===== config.mk =====
export PLATFORM = sky130hd
export DESIGN_NAME = rr_onehot_arbiter
export DESIGN_NICKNAME = d
export VERILOG_FILES = /design/src/rtl/rr_onehot_arbiter.sv
export SDC_FILE = /design/constraint.sdc
export NUM_CORES = 1
export LEC_CHECK = 0
export ABC_AREA = 1
export BUFFER_PORTS_ARGS = -buffer_cell sky130_fd_sc_hd__clkbuf_2
export CAP_MARGIN = 5
export CORE_ASPECT_RATIO = 1.4
export CORE_MARGIN = 2
export CORE_UTILIZATION = 40
export CTS_CLUSTER_SIZE = 24
export DETAILED_ROUTE_END_ITERATION = 16
export HOLD_SLACK_MARGIN = 0.12
export PLACE_DENSITY = 0.78
export SYNTH_ARGS = -nofsm -noshare
export SYNTH_HDL_FRONTEND = slang
export SYNTH_SLANG_ARGS = --single-unit

===== constraint.sdc =====
create_clock -name clk -period 2.4 [get_ports clk]
set_input_delay 0.12 -clock clk [delete_from_list [all_inputs] [get_ports clk]]
set_output_delay 0.12 -clock clk [all_outputs]
set_load 0.005 [all_outputs]

===== src/rtl/rr_onehot_arbiter.sv =====
// Round-robin arbiter with one registered output slot.
// Presents payload, one-hot grant and binary index downstream.
module rr_onehot_arbiter #(
  parameter int NR_REQ     = 4,
  parameter int DATA_WIDTH = 32,
  parameter int IDX_WIDTH  = $clog2(NR_REQ)
) (
  input  logic                         clk,
  input  logic                         rst,
  input  logic [NR_REQ-1:0]            req_valid,
  output logic [NR_REQ-1:0]            req_ready,
  input  logic [NR_REQ*DATA_WIDTH-1:0] req_data,
  output logic                         out_valid,
  input  logic                         out_ready,
  output logic [DATA_WIDTH-1:0]        out_data,
  output logic [NR_REQ-1:0]            out_grant,
  output logic [IDX_WIDTH-1:0]         out_index
);

  typedef enum logic {
    EMPTY = 1'b0,
    FULL  = 1'b1
  } state_e;

  state_e state_q;
  state_e state_d;

  logic [IDX_WIDTH-1:0]  ptr_q;
  logic [IDX_WIDTH-1:0]  ptr_d;
  logic [IDX_WIDTH-1:0]  winner;
  logic                  found;
  logic [NR_REQ-1:0]     win_oh;
  logic [DATA_WIDTH-1:0] sel_data;
  logic                  can_load;
  logic                  load;
  logic                  drain;

  logic [DATA_WIDTH-1:0] data_q;
  logic [NR_REQ-1:0]     grant_q;
  logic [IDX_WIDTH-1:0]  index_q;

  // Scan from ptr upward with wrap; first valid requester wins.
  always_comb begin : scan_p
    int unsigned idx;
    winner = '0;
    found  = 1'b0;
    idx    = 0;
    for (int k = 0; k < NR_REQ; k++) begin
      idx = int'(ptr_q) + k;
      if (idx >= NR_REQ) idx = idx - NR_REQ;
      if (!found && req_valid[idx]) begin
        found  = 1'b1;
        winner = IDX_WIDTH'(idx);
      end
    end
  end

  always_comb begin
    win_oh         = '0;
    win_oh[winner] = 1'b1;
  end

  always_comb begin
    sel_data = '0;
    for (int i = 0; i < NR_REQ; i++) begin
      if (i == int'(winner))
        sel_data = req_data[i*DATA_WIDTH +: DATA_WIDTH];
    end
  end

  assign ptr_d = (winner == IDX_WIDTH'(NR_REQ-1))
               ? '0 : winner + 1'b1;

  always_ff @(posedge clk or posedge rst) begin
    if (rst) state_q <= EMPTY;
    else     state_q <= state_d;
  end

  always_comb begin
    state_d = state_q;
    unique case (state_q)
      EMPTY: if (load) state_d = FULL;
      FULL:  if (out_ready && !load) state_d = EMPTY;
      default: state_d = EMPTY;
    endcase
  end

  // Ready is held low during reset so nothing is accepted then lost.
  always_comb begin
    out_valid = (state_q == FULL);
    can_load  = (state_q == EMPTY) || out_ready;
    req_ready = (can_load && found && !rst) ? win_oh : '0;
    load      = |req_ready;
    drain     = (state_q == FULL) && out_ready && !load;
  end

  always_ff @(posedge clk or posedge rst) begin
    if (rst) begin
      ptr_q   <= '0;
      data_q  <= '0;
      grant_q <= '0;
      index_q <= '0;
    end else if (load) begin
      ptr_q   <= ptr_d;
      data_q  <= sel_data;
      grant_q <= win_oh;
      index_q <= winner;
    end else if (drain) begin
      grant_q <= '0;
    end
  end

  assign out_data  = data_q;
  assign out_grant = grant_q;
  assign out_index = index_q;

endmodule


==> results.yml <==
timing:
  period_needed_ns: 2.589
  post-route-period-util_pct: 107.9
  relSlewSlack_pct: 43.23
  fmax_mhz: 386.2
  tightest_slew_ns: 0.8503
  fin_ws_ns: -0.1891
  slew_violations: 0
  hold_violations: 0
  rsz0062_at_grt: "true"
  setup_viol: 45
  whs_ns: 0.1342
  skew_ns: 0.003034
logic_synthesis:
  netlist_instances: 460
  synth_edf_count: 0
  synth_xor_area_share_pct: 0
  ys_seq_area_share_pct: 35.28
  synth_top_area_share_pct: 35.28
  synthAdderAreaFrac_pct: 1.721
  synth_warnings: 0
  synth_top_family_by_area: "simple AND/OR/NAND/NOR gates"
  synthTopCellsByCount: "206 x nand2_1, 65 x o21ai_0, 41 x dfrtp_1, 38 x nand3_1, 32 x a21oi_1"
  synth_simple_gate_area_share_pct: 36.62
  ys.flop_type: "dfrtp_1"
  ys_ff_latch: 41
  synth_area_um2: 2908
  synth-compound-area-share_pct: 18.24
  synth_most_common_cell: "nand2_1"
  syn_area_per_cell_um2: 6.321
  synth.area.mux_share_pct: 0
  synthTopCellsByArea: "dfrtp_1 35%, nand2_1 27%, o21ai_0 11%"
  synth_fp_nets: 599
  synth_async_sr_flop_share_pct: 100.0
  synth_top_cell_by_area: "dfrtp_1"
  ys_types: 22
die:
  row_count: 36
  die_area_um2: 7977
  design.core.area_um2: 7027
  die_h_um: 104.9
  start_util_pct: 41.38
  io_pins: 178
  die_w_um: 76.06
outcome:
  status: "finished with violations"
  violations: "negative setup slack"
worst_setup_path:
  reg2reg_depth: 19
  critPathMaxFanout: 6
  critPathKind: "reg -> reg"
  worstPathArrival_ns: 2.78
  startpoint: "ptr_q[1]"
  crit_required_ns: 2.59
  r2r_slack_ns: -0.19
  critPathLaunchType: "flop"
  reg2reg_from: "ptr_q[1]"
  r2r-end: "out_data[7]"
  cp-end-kind: "flop"
clocking:
  cts_tree: "yes"
  cts_max_level: 2
  clk_latency_ns: 0.29
  clk_path_buf_depth: 2
  cts-root-buf: "clkbuf_8"
  path_clk_slew_ns: 0.08
  clock_sinks: 41
  cts_made_buffers: 5
flow_run:
  drv_cap: 0
placed_design:
  dp_hpwl_mm: 7.784
  portBuffers: 177
  finalWeightedCongestion: 0.8704
route:
  drc: 0
  drt_wl_total_mm: 11.25
  antenna_left: 0
  num_vias: 3900
  wl_per_cell_um: 14.66
  routed_via_density: 5.085
  drtIter0Drc: 223
  dr.pass1.iters: 4
final_layout:
  nets: 810
  areaGrowthSynthToFinish_pct: 65.28
  diodes: 0
  drive_gt1_share_pct: 44.20
min_path:
  holdPathEnd: "out_data[25]"
  min_path_cells: 5
  hold_path_class: "in -> reg"
  hold_start: "req_data[121]"
global_routing:
  grt_pass1_vias: 3812
  grt_util_all_layers_pct: 26.98
  antenna_found_initial: 0
  grt.overflow.total: 0
  grt_max_degree: 42
  grt_pass1_wl_mm: 17.42
## metrics by stage
stage | utilization (%) | instances | area, µm² | setup TNS, ns | worst slack (ns)
after CTS | 65.65 | 763 | 4613 | -1.011 | -0.05298
after floorplan | - | 460 | 2998 | 0 | 0.01214
after detailed placement | 58.73 | 735 | 4126 | -8.069 | -0.2447
after global routing | 68.39 | 767 | 4806 | -12.23 | -0.3032
after global placement | 58.73 | 735 | 4126 | -3.870 | -0.1289
final | 68.39 | 767 | 4806 | -7.015 | -0.1891
## worst max path at each step
stage | to
after global routing | out_data[7]
final | out_data[7]
after detailed placement | out_data[0]
after CTS | out_valid
after global placement | out_data[26]
after floorplan | out_data[10]
## routing by layer
metal	track usage, %	up-vias	wire length (µm)
met5	0	-	0
met4	11.95	0	344
met3	4.059	30	633
met2	50.77	175	6235
met1	29.66	1777	4031
li1	-	1918	-
## final cells by class
| class | count | area [µm²] |
|---|---|---|
| Clock buffer | 7 | 86.33 |
| Clock inverter | 1 | 30.03 |
| Fill cell | 608 | 2221 |
| Inverter | 18 | 92.59 |
| Multi-Input combinational cell | 368 | 1881 |
| Sequential cell | 41 | 1027 |
| Tap cell | 95 | 118.9 |
| Timing Repair Buffer | 237 | 1570 |
## kinds of logic (layout without fill, tap and decap cells)
group,Yosys count,after routing
simple gates,261,261
compound gates,103,103
buf+inv,51,263
flops,41,41
fa+ha+maj,4,4
## registers in the layout (all words and copies together), names as in the netlist
signal     count
out_valid      1
out_index      2
out_data      32
ptr_q          2
out_grant      4
## timing repair
item                                    in CTS  in global routing
hold buffers                                 2                  0
gates cloned                                 3                  2
setup buffers                               15                  2
pin swaps                                    9                 15
endpoints found under the hold margin       42                  0
endpoints found under the setup margin      43                 45
resized for setup                           49                 40
## layout by cell type (no fill, tap or decap), types with 3 or more instances in the layout
cell type    n
a21oi_1     26
a21oi_2      5
buf_12       7
buf_4       31
buf_6       13
clkbuf_2   177
clkbuf_8     6
dfrtp_1     40
ha_4         4
inv_1        9
inv_2        5
nand2_1    189
nand2_2     15
nand2_4      4
nand3_1     32
nand3_2      5
nand4_1      5
nor2_1       3
nor2_4       4
o21ai_0     57
o21ai_1     10
## worst max-delay path: stages, from the launching register on
cell	delay [ns]
dfrtp_1	0.45
inv_2	0.10
nand2_1	0.09
nand2_2	0.08
nand2_2	0.09
nand2_2	0.09
nor2_4	0.19
nand2_2	0.10
nand2_2	0.09
nand2_2	0.06
nand3_4	0.07
buf_6	0.12
ha_4	0.15
buf_4	0.12
o211ai_4	0.09
nand2_4	0.19
clkinv_8	0.11
clkbuf_16	0.17
nand2_1	0.06
nand2_1	0.05
Power is left out: the tool's default activity adds up to more than one toggle a clock period on the data nets, which glitch-free logic cannot reach.
